--- src/rtl/mux_sel_arbiter.sv ---
`default_nettype none
// ============================================================================
//  Module   : mux_sel_arbiter
//  Purpose  : Round-robin arbiter driving the 2-bit select of an upstream 4:1
//             channel mux. A channel keeps the mux for up to BURST_LEN
//             accepted beats (valid_o && ready_i). After that, priority
//             rotates to the next requester.
//  Revision : 1.0 - initial release
// ----------------------------------------------------------------------------
//  Parameters
//    BURST_LEN  accepted beats per grant before rearbitration (1..256)
//  Ports
//    clk_i      in   1  clock, rising edge
//    rst_ni     in   1  asynchronous active-low reset
//    req_i      in   4  per-channel request, bit k -> mux select k
//    ready_i    in   1  downstream accepts the current mux sample
//    sel_o      out  2  mux select (granted channel), registered
//    gnt_o      out  4  one-hot grant, 1<<sel_o while granted, registered
//    valid_o    out  1  grant active / mux output valid, registered
// ============================================================================
module mux_sel_arbiter #(
    parameter int BURST_LEN = 4
) (
    input  logic       clk_i,
    input  logic       rst_ni,
    input  logic [3:0] req_i,
    input  logic       ready_i,
    output logic [1:0] sel_o,
    output logic [3:0] gnt_o,
    output logic       valid_o
);

    localparam int BC_W = $clog2(BURST_LEN) + 1;
    localparam logic [BC_W-1:0] BC_LAST = BC_W'(BURST_LEN - 1);

    typedef enum logic [0:0] {
        IDLE  = 1'b0,
        GRANT = 1'b1
    } state_t;

    state_t          state, state_nxt;
    logic [1:0]      lp, lp_nxt;
    logic [BC_W-1:0] bc, bc_nxt;
    logic [1:0]      sel_nxt;
    logic [3:0]      gnt_nxt;
    logic            valid_nxt;

    logic            beat;
    logic            release_now;
    logic [2:0]      pick_idle;
    logic [2:0]      pick_rel;

    // Returns {found, index}. Scans last+1, last+2, last+3, last. The loop
    // runs from lowest to highest priority, so the final hit wins.
    function automatic logic [2:0] rr_pick(input logic [1:0] last,
                                           input logic [3:0] req);
        logic [2:0] res;
        logic [1:0] idx;
        res = 3'b000;
        for (int i = 4; i >= 1; i--) begin
            idx = last + 2'(i);
            if (req[idx]) begin
                res = {1'b1, idx};
            end
        end
        return res;
    endfunction

    assign beat        = valid_o & ready_i;
    // A request drop releases even without a beat. A beat in the same
    // cycle is simply accepted. There is no separate bookkeeping for it.
    assign release_now = (beat && (bc == BC_LAST)) || !req_i[sel_o];
    assign pick_idle   = rr_pick(lp, req_i);
    // On release the pointer becomes sel_o, so the pick is based on sel_o.
    assign pick_rel    = rr_pick(sel_o, req_i);

    always_ff @(posedge clk_i or negedge rst_ni) begin
        if (!rst_ni) begin
            state   <= IDLE;
            lp      <= 2'd3;
            bc      <= '0;
            sel_o   <= 2'd0;
            gnt_o   <= 4'b0000;
            valid_o <= 1'b0;
        end else begin
            state   <= state_nxt;
            lp      <= lp_nxt;
            bc      <= bc_nxt;
            sel_o   <= sel_nxt;
            gnt_o   <= gnt_nxt;
            valid_o <= valid_nxt;
        end
    end

    always_comb begin
        state_nxt = state;
        lp_nxt    = lp;
        bc_nxt    = bc;
        sel_nxt   = sel_o;
        gnt_nxt   = gnt_o;
        valid_nxt = valid_o;

        case (state)
            IDLE: begin
                if (pick_idle[2]) begin
                    state_nxt = GRANT;
                    sel_nxt   = pick_idle[1:0];
                    gnt_nxt   = 4'b0001 << pick_idle[1:0];
                    valid_nxt = 1'b1;
                    bc_nxt    = '0;
                end
            end
            GRANT: begin
                if (release_now) begin
                    lp_nxt = sel_o;
                    if (pick_rel[2]) begin
                        sel_nxt   = pick_rel[1:0];
                        gnt_nxt   = 4'b0001 << pick_rel[1:0];
                        valid_nxt = 1'b1;
                        bc_nxt    = '0;
                    end else begin
                        // sel_o intentionally holds its last value.
                        state_nxt = IDLE;
                        gnt_nxt   = 4'b0000;
                        valid_nxt = 1'b0;
                        bc_nxt    = '0;
                    end
                end else if (beat) begin
                    bc_nxt = bc + BC_W'(1);
                end
            end
            default: begin
                state_nxt = IDLE;
                gnt_nxt   = 4'b0000;
                valid_nxt = 1'b0;
            end
        endcase
    end

endmodule
`default_nettype wire

--- config.mk ---
export PLATFORM = sky130hd
export DESIGN_NAME = mux_sel_arbiter
export DESIGN_NICKNAME = d
export VERILOG_FILES = /design/src/rtl/mux_sel_arbiter.sv
export SDC_FILE = /design/constraint.sdc
export NUM_CORES = 1
export LEC_CHECK = 0
export CAP_MARGIN = 20
export CORE_ASPECT_RATIO = 1.2
export CORE_MARGIN = 2
export CORE_UTILIZATION = 35
export CTS_CLUSTER_SIZE = 10
export DETAILED_ROUTE_END_ITERATION = 7
export HOLD_SLACK_MARGIN = 0.15
export PLACE_DENSITY_LB_ADDON = 0.12
export SYNTH_ARGS = -nofsm -noshare
export SYNTH_HDL_FRONTEND = slang
export SYNTH_SLANG_ARGS = --single-unit
--- constraint.sdc ---
create_clock -name clk_i -period 4.55 [get_ports clk_i]
set_input_delay 0.455 -clock clk_i [delete_from_list [all_inputs] [get_ports clk_i]]
set_output_delay 0.455 -clock clk_i [all_outputs]
set_load 0.02 [all_outputs]
**After elaboration in Yosys (flattened, before gate mapping)**

Index checks and enable logic that the tools add are counted.

- $lt $le $gt $ge: 8
- Shift-type cells: 2
- Multiplexer cells: 43
- Equality and inequality tests: 5
- $add $sub $neg: 7
- Reduce and logical (&&, ||, !) cells: 7
- Bitwise logic cells: 2

Operator list:

| kind | number |
|---|---|
| 2-to-1 mux 3 bit | 11 |
| less-than comparator 2 x 3 -> 1 bit, second input constant | 8 |
| binary-select mux 1 bit (select 2 bit) | 8 |
| 2-to-1 mux 1 bit | 13 |
| 2-to-1 mux 4 bit | 3 |
| adder 2 bit, second input constant | 4 |
| one-hot mux 4 bit (2 select lines) | 1 |
| << shifter 1 x 2 -> 4 bit, first input constant | 2 |
| 2-to-1 mux 2 bit | 3 |
| one-hot mux 3 bit (2 select lines) | 1 |
| AND reduction 2 bit | 3 |
| adder 2 x 1 -> 2 bit, second input constant | 2 |
| inequality test 2 x 1 -> 1 bit, second input constant | 2 |
| one-hot mux 1 bit (2 select lines) | 2 |
| one-hot mux 2 bit (2 select lines) | 1 |
| adder 3 x 1 -> 3 bit, second input constant | 1 |
| equality test 3 x 2 -> 1 bit, second input constant | 1 |
| inequality test 3 x 1 -> 1 bit, second input constant | 1 |
| AND reduction 3 bit | 1 |
| inequality test 2 bit, second input constant | 1 |
| AND 1 bit | 1 |
| logical AND 1 bit | 1 |
| logical NOT 1 bit | 1 |
| logical OR 1 bit | 1 |
| inverter 1 bit | 1 |

- Output and inout bits: 7
- Logic and storage cells: 80
- Bits of input ports: 7
- Bits in registers: 13

**Depth between registers and ports, before layout**

- Word-level depth: 10
- Mapped depth: 7
- Gate-level depth less buffers: 6

**Least setup slack after synthesis**

No wires, ideal clock.

- Path kind: reg-to-reg
- Start point: register sel_o[0]
- End point: register gnt_o[0]
- Stages on the path, launching flop included: 7
- Library setup time: 125 ps
- Arrival: 1,897 ps
- Period minus slack after synthesis: 2,022 ps
- Slack: 2,528 ps
- Required time: 4,425 ps
- Path buffers: 1
- Cells stage by stage: dfrtp_1 mux4_2 a21boi_4 and2_4 buf_6 nor2_8 mux2_4

- Word-level cells in the longest chain between the ends: 10
- Elaborated cells on any way between the ends: 23
- Those cells by class: add/sub (3); eq/ne (1); shift (1); mux (15); reduce/logical (3)

Ends and longest elaborated chain:

| what | line | RTL |
|---|---|---|
| start: declaration | 28 | `output logic [1:0] sel_o,` |
| start signal: assignment | 89 | `sel_o <= sel_nxt;` |
| adder 2 bit or binary-select mux 1 bit (select 2 bit) (tied branches) | 61, 62, 72 |  |
| binary-select mux 1 bit (select 2 bit) or 2-to-1 mux 1 bit (tied branches) | 62, 72 |  |
| 2-to-1 mux 1 bit (not written as such) or 2-to-1 mux 3 bit (tied branches) | 62 | `if (req[idx]) begin` |
| 2-to-1 mux 3 bit (3 in series) | 62 |  |
| << shifter 1 x 2 -> 4 bit | 118 | `gnt_nxt = 4'b0001 << pick_rel[1:0];` |
| 2-to-1 mux 4 bit | 116 | `if (pick_rel[2]) begin` |
| 2-to-1 mux 4 bit | 114 | `if (release_now) begin` |
| one-hot mux 4 bit (2 select lines) | 103 | `case (state)` |
| end signal: assignment | 90 | `gnt_o <= gnt_nxt;` |
| end: declaration | 29 | `output logic [3:0] gnt_o,` |

Parallel ways exist; a longest one is shown, timed or not. The select of a mux whose other input is x is not followed.
A chain may end at the register's enable or synchronous reset.

**Worst setup path in the final report**

- Start point: input req_i[3]
- End point: register gnt_o[3]

- Word-level cells in the longest chain between the ends: 10
- Elaborated cells on any way between the ends: 35
- Those cells by class: eq/ne (2); shift (2); mux (28); reduce/logical (3)

Ends and longest elaborated chain:

| what | line | RTL |
|---|---|---|
| start: declaration | 26 | `input logic [3:0] req_i,` |
| binary-select mux 1 bit (select 2 bit) | 62, 72 |  |
| 2-to-1 mux 1 bit (not written as such) | 62, 72 |  |
| 2-to-1 mux 3 bit (4 in series) | 62 |  |
| << shifter 1 x 2 -> 4 bit | 118 |  |
| 2-to-1 mux 4 bit | 116 |  |
| 2-to-1 mux 4 bit | 114 |  |
| one-hot mux 4 bit (2 select lines) | 103 |  |

Parallel ways exist; a longest one is shown, timed or not. The select of a mux whose other input is x is not followed.

==> results_tabular.tex <==
\begin{tabular}{lr}
\hline
Metric & Value \\
\hline
\multicolumn{2}{l}{\textbf{Outcome}} \\
Result of the run & completed \\
\multicolumn{2}{l}{\textbf{Floorplanning}} \\
Area of the die & 2930 um2 \\
Effective utilization at floorplan & 0.377 \\
Die width & approximately 50 um \\
Placeable core area & 2330 um2 \\
Die Height & slightly below 60 um \\
Number of top-level pins & 14 \\
Cell Rows & 19 \\
\multicolumn{2}{l}{\textbf{Route}} \\
Total detailed-routing wirelength & about 1800 um \\
Mean routed wirelength per cell & approximately 14 um \\
Total vias in the final route & a little under 700 \\
TritonRoute pass-1 iters & 4 \\
Residual DRC & 0 \\
Final antenna-violating net count & 0 \\
Violation count after the first detailed-routing iteration & 12 \\
Drt via density & around 5.3 \\
\multicolumn{2}{l}{\textbf{Critical path}} \\
Arrival time of data at the critical path endpoint & 2.33 ns \\
Kind of critical path & in -> reg \\
CP Data Required Time & between 4 and 5 ns \\
Largest fanout on the critical path & 9 \\
Worst setup SP type & primary input \\
Crit. End Element & flop \\
\multicolumn{2}{l}{\textbf{CTS}} \\
CTS tree & done \\
Clock Tree Root & clkbuf\_4 \\
Hold buffers post-CTS & 0 \\
Clk sinks & 13 \\
Clk\_lat worst skew & 0.28 ns \\
Setup Fix Bufs, Post-CTS & 0 \\
Clock transition at path regs & 0.09 ns \\
Clock buffers created by TritonCTS & 3 \\
Worst-case clock buffer depth & 2 \\
Post\_cts resized & 0 \\
H-Tree Level Count & 1 \\
\multicolumn{2}{l}{\textbf{STA}} \\
Number of hold violations in the final report & 0 \\
Setup violations, final & 0 \\
Worst path setup slack after routing & 2.39 ns \\
Max-Slew Margin vs Limit & 0.582 \\
Final critical-path required period & $\sim$2.2 ns \\
Number of slew-limit violations in the final report & 0 \\
Worst-case clock skew & 0.000767 ns \\
RSZ-0062 raised after global routing & no \\
Sum Neg Setup Slack & 0 ns \\
Worst hold slack across all endpoints & approximately 0.5 ns \\
Share of the cycle needed by the critical path after routing & 0.474 \\
Upper clock frequency limit & about 460 MHz \\
Worst Tran Pin Value & between 0.6 and 0.7 ns \\
\multicolumn{2}{l}{\textbf{Global route}} \\
Pin count of the biggest net entering global routing & 14 \\
Global-route wire length before repair & approximately 2900 um \\
Number of global-route vias before repair & 638 \\
Number of antenna violations at the first check in global routing & 0 \\
Total routing usage reported by global routing & 0.135 \\
Gr ovfl total & 0 \\
\multicolumn{2}{l}{\textbf{Synth}} \\
Number of distinct library cells after synthesis & 37 \\
Post-synth top cells & dfrtp\_1, nor2\_1, o21ai\_0 \\
Post-synthesis async set-or-reset flop share & 1.00 \\
Main combinational cell family by area after synthesis & compound AO/OA/AOI/OAI gates \\
Multiplexer share of the synthesized area & 0.167 \\
Parity-gate share of the synthesized area counting xor and xnor cells & 0 \\
Post-synthesis cell area & about 880 um2 \\
Synthesized-area fraction occupied by adder cells & 0.0285 \\
Number of nets in the synthesized netlist & 92 \\
Complex-gate fraction of the synthesized area & 0.189 \\
Number of standard cells after synthesis & 83 \\
Cell taking the most area after synthesis & dfrtp\_1 \\
Sequential-to-total area share from yosys stat & 0.373 \\
Count leader, synth & dfrtp\_1 \\
Post-synthesis simple-gate area fraction & 0.189 \\
Synth Warn \# & 0 \\
Fraction of synthesized cell area taken by the top area cell type & 0.313 \\
Most common flop cell mapped by yosys & dfrtp\_1 \\
EDFF count, synth & 0 \\
Synth top area cells & dfrtp\_1, mux2\_4, dfstp\_2 \\
Flops \& latches, synth & 13 \\
Synthesized area per cell & $\sim$11 um2 \\
\multicolumn{2}{l}{\textbf{Layout}} \\
Number of diodes added for antenna fixing & 0 \\
Net count reported at finish & roughly 110 \\
Syn-to-layout area delta & 19.2\% \\
Utilization after layout & 0.450 \\
Layout cells sized above 1 & 0.216 \\
Number of inserted filler cells in the final layout & $\sim$240 \\
Footprint of the flip-flops and latches & 328 um2 \\
Multi-input combinational cell area & about 500 um2 \\
\multicolumn{2}{l}{\textbf{Placement}} \\
Final Wtd Congestion & 0.759 \\
Port bufs & 13 \\
Sum of net half-perimeters after detailed placement & between 1000 and 1500 um \\
Setup slack after placement & approximately 2.1 ns \\
\multicolumn{2}{l}{\textbf{Pwr}} \\
Post-layout total power & approximately 0.64 mW \\
Maximum vdd ir drop & approximately 0.00027 V \\
Static Leakage & roughly 0.45 nW \\
Pwr per Cell Area & around 610 nW/um2 \\
\multicolumn{2}{l}{\textbf{Min path}} \\
Min-delay worst type & reg -> reg \\
\multicolumn{2}{l}{\textbf{Job}} \\
Maxcap violations & 0 \\
\hline
\end{tabular}
## cells by family after synthesis
logic type | Yosys count
compound gates | 22
flops | 13
simple gates | 27
fa+ha+maj | 2
mux | 11
buf+inv | 8
## sequential cells by signal (all words and copies together) (netlist names)
name / cells
sel_o: 2
gnt_o: 4
valid_o: 1
state: 1
bc: 3
lp: 2
## layout by cell type (no fill, tap or decap), types with 2 or more instances in the layout
| master | netlist | layout |
|---|---|---|
| a21o_1 | 2 | 2 |
| a21oi_1 | 3 | 3 |
| a31oi_1 | 2 | 2 |
| clkbuf_4 | 0 | 3 |
| clkdlybuf4s50_1 | 0 | 13 |
| dfrtp_1 | 11 | 11 |
| dfstp_2 | 2 | 2 |
| ha_1 | 2 | 2 |
| inv_1 | 4 | 4 |
| mux2_2 | 3 | 3 |
| mux2_4 | 4 | 4 |
| mux2i_1 | 3 | 3 |
| nand2_1 | 4 | 4 |
| nand2b_1 | 4 | 4 |
| nand3b_1 | 2 | 2 |
| nor2_1 | 6 | 6 |
| o21ai_0 | 5 | 5 |
| o22a_1 | 2 | 2 |
| o22ai_1 | 3 | 3 |
## metrics by stage
stage / cells / cell area [um2]
2_1_floorplan: 83 / 878
3_3_place_gp: 124 / 1020
3_5_place_dp: 124 / 1020
4_1_cts: 128 / 1050
5_1_grt: 128 / 1050
6_report: 128 / 1050
## critical path: stages
cell	delay, ns
clkdlybuf4s50_1	0.54
mux4_2	0.52
a21boi_4	0.15
and2_4	0.20
nor2_8	0.15
mux2_4	0.31
## cell type report
type	count	area share
multi-input cells	62	0.481
flip-flops and latches	13	0.313
repair buffers	13	0.124
well taps	31	0.0370
clock buffers	3	0.0215
inverters	5	0.0179
clock inverters	1	0.00478
## final timing paths
check	from	endpoint	slack (ns)	cells past startpoint
min in group asynchronous	rst_ni	bc[2]	0.55	1
max in group asynchronous	rst_ni	sel_o[0]	3.59	1
max reg2reg	sel_o[0]	gnt_o[3]	2.62	5
min reg2reg	bc[0]	bc[0]	0.49	1
min	bc[0]	bc[0]	0.49	1
max	req_i[3]	gnt_o[3]	2.39	6
## per-layer routing
metal	vias to the layer above	GRT usage	wire, um
li1	334	-	-
met1	329	0.149	766
met2	17	0.240	876
met3	4	0.0178	70
met4	0	0.0952	39
met5	-	0	0
## power breakdown
group / leakage, nW / internal, mW / switching, mW / total, mW
Clock: 0.0177 / 0.0326 / 0.0418 / 0.0745
Sequential: 0.158 / 0.165 / 0.0489 / 0.214
Combinational: 0.278 / 0.197 / 0.153 / 0.349
Total: 0.453 / 0.394 / 0.243 / 0.638
Note: power is estimated with default switching activity, not from simulation.
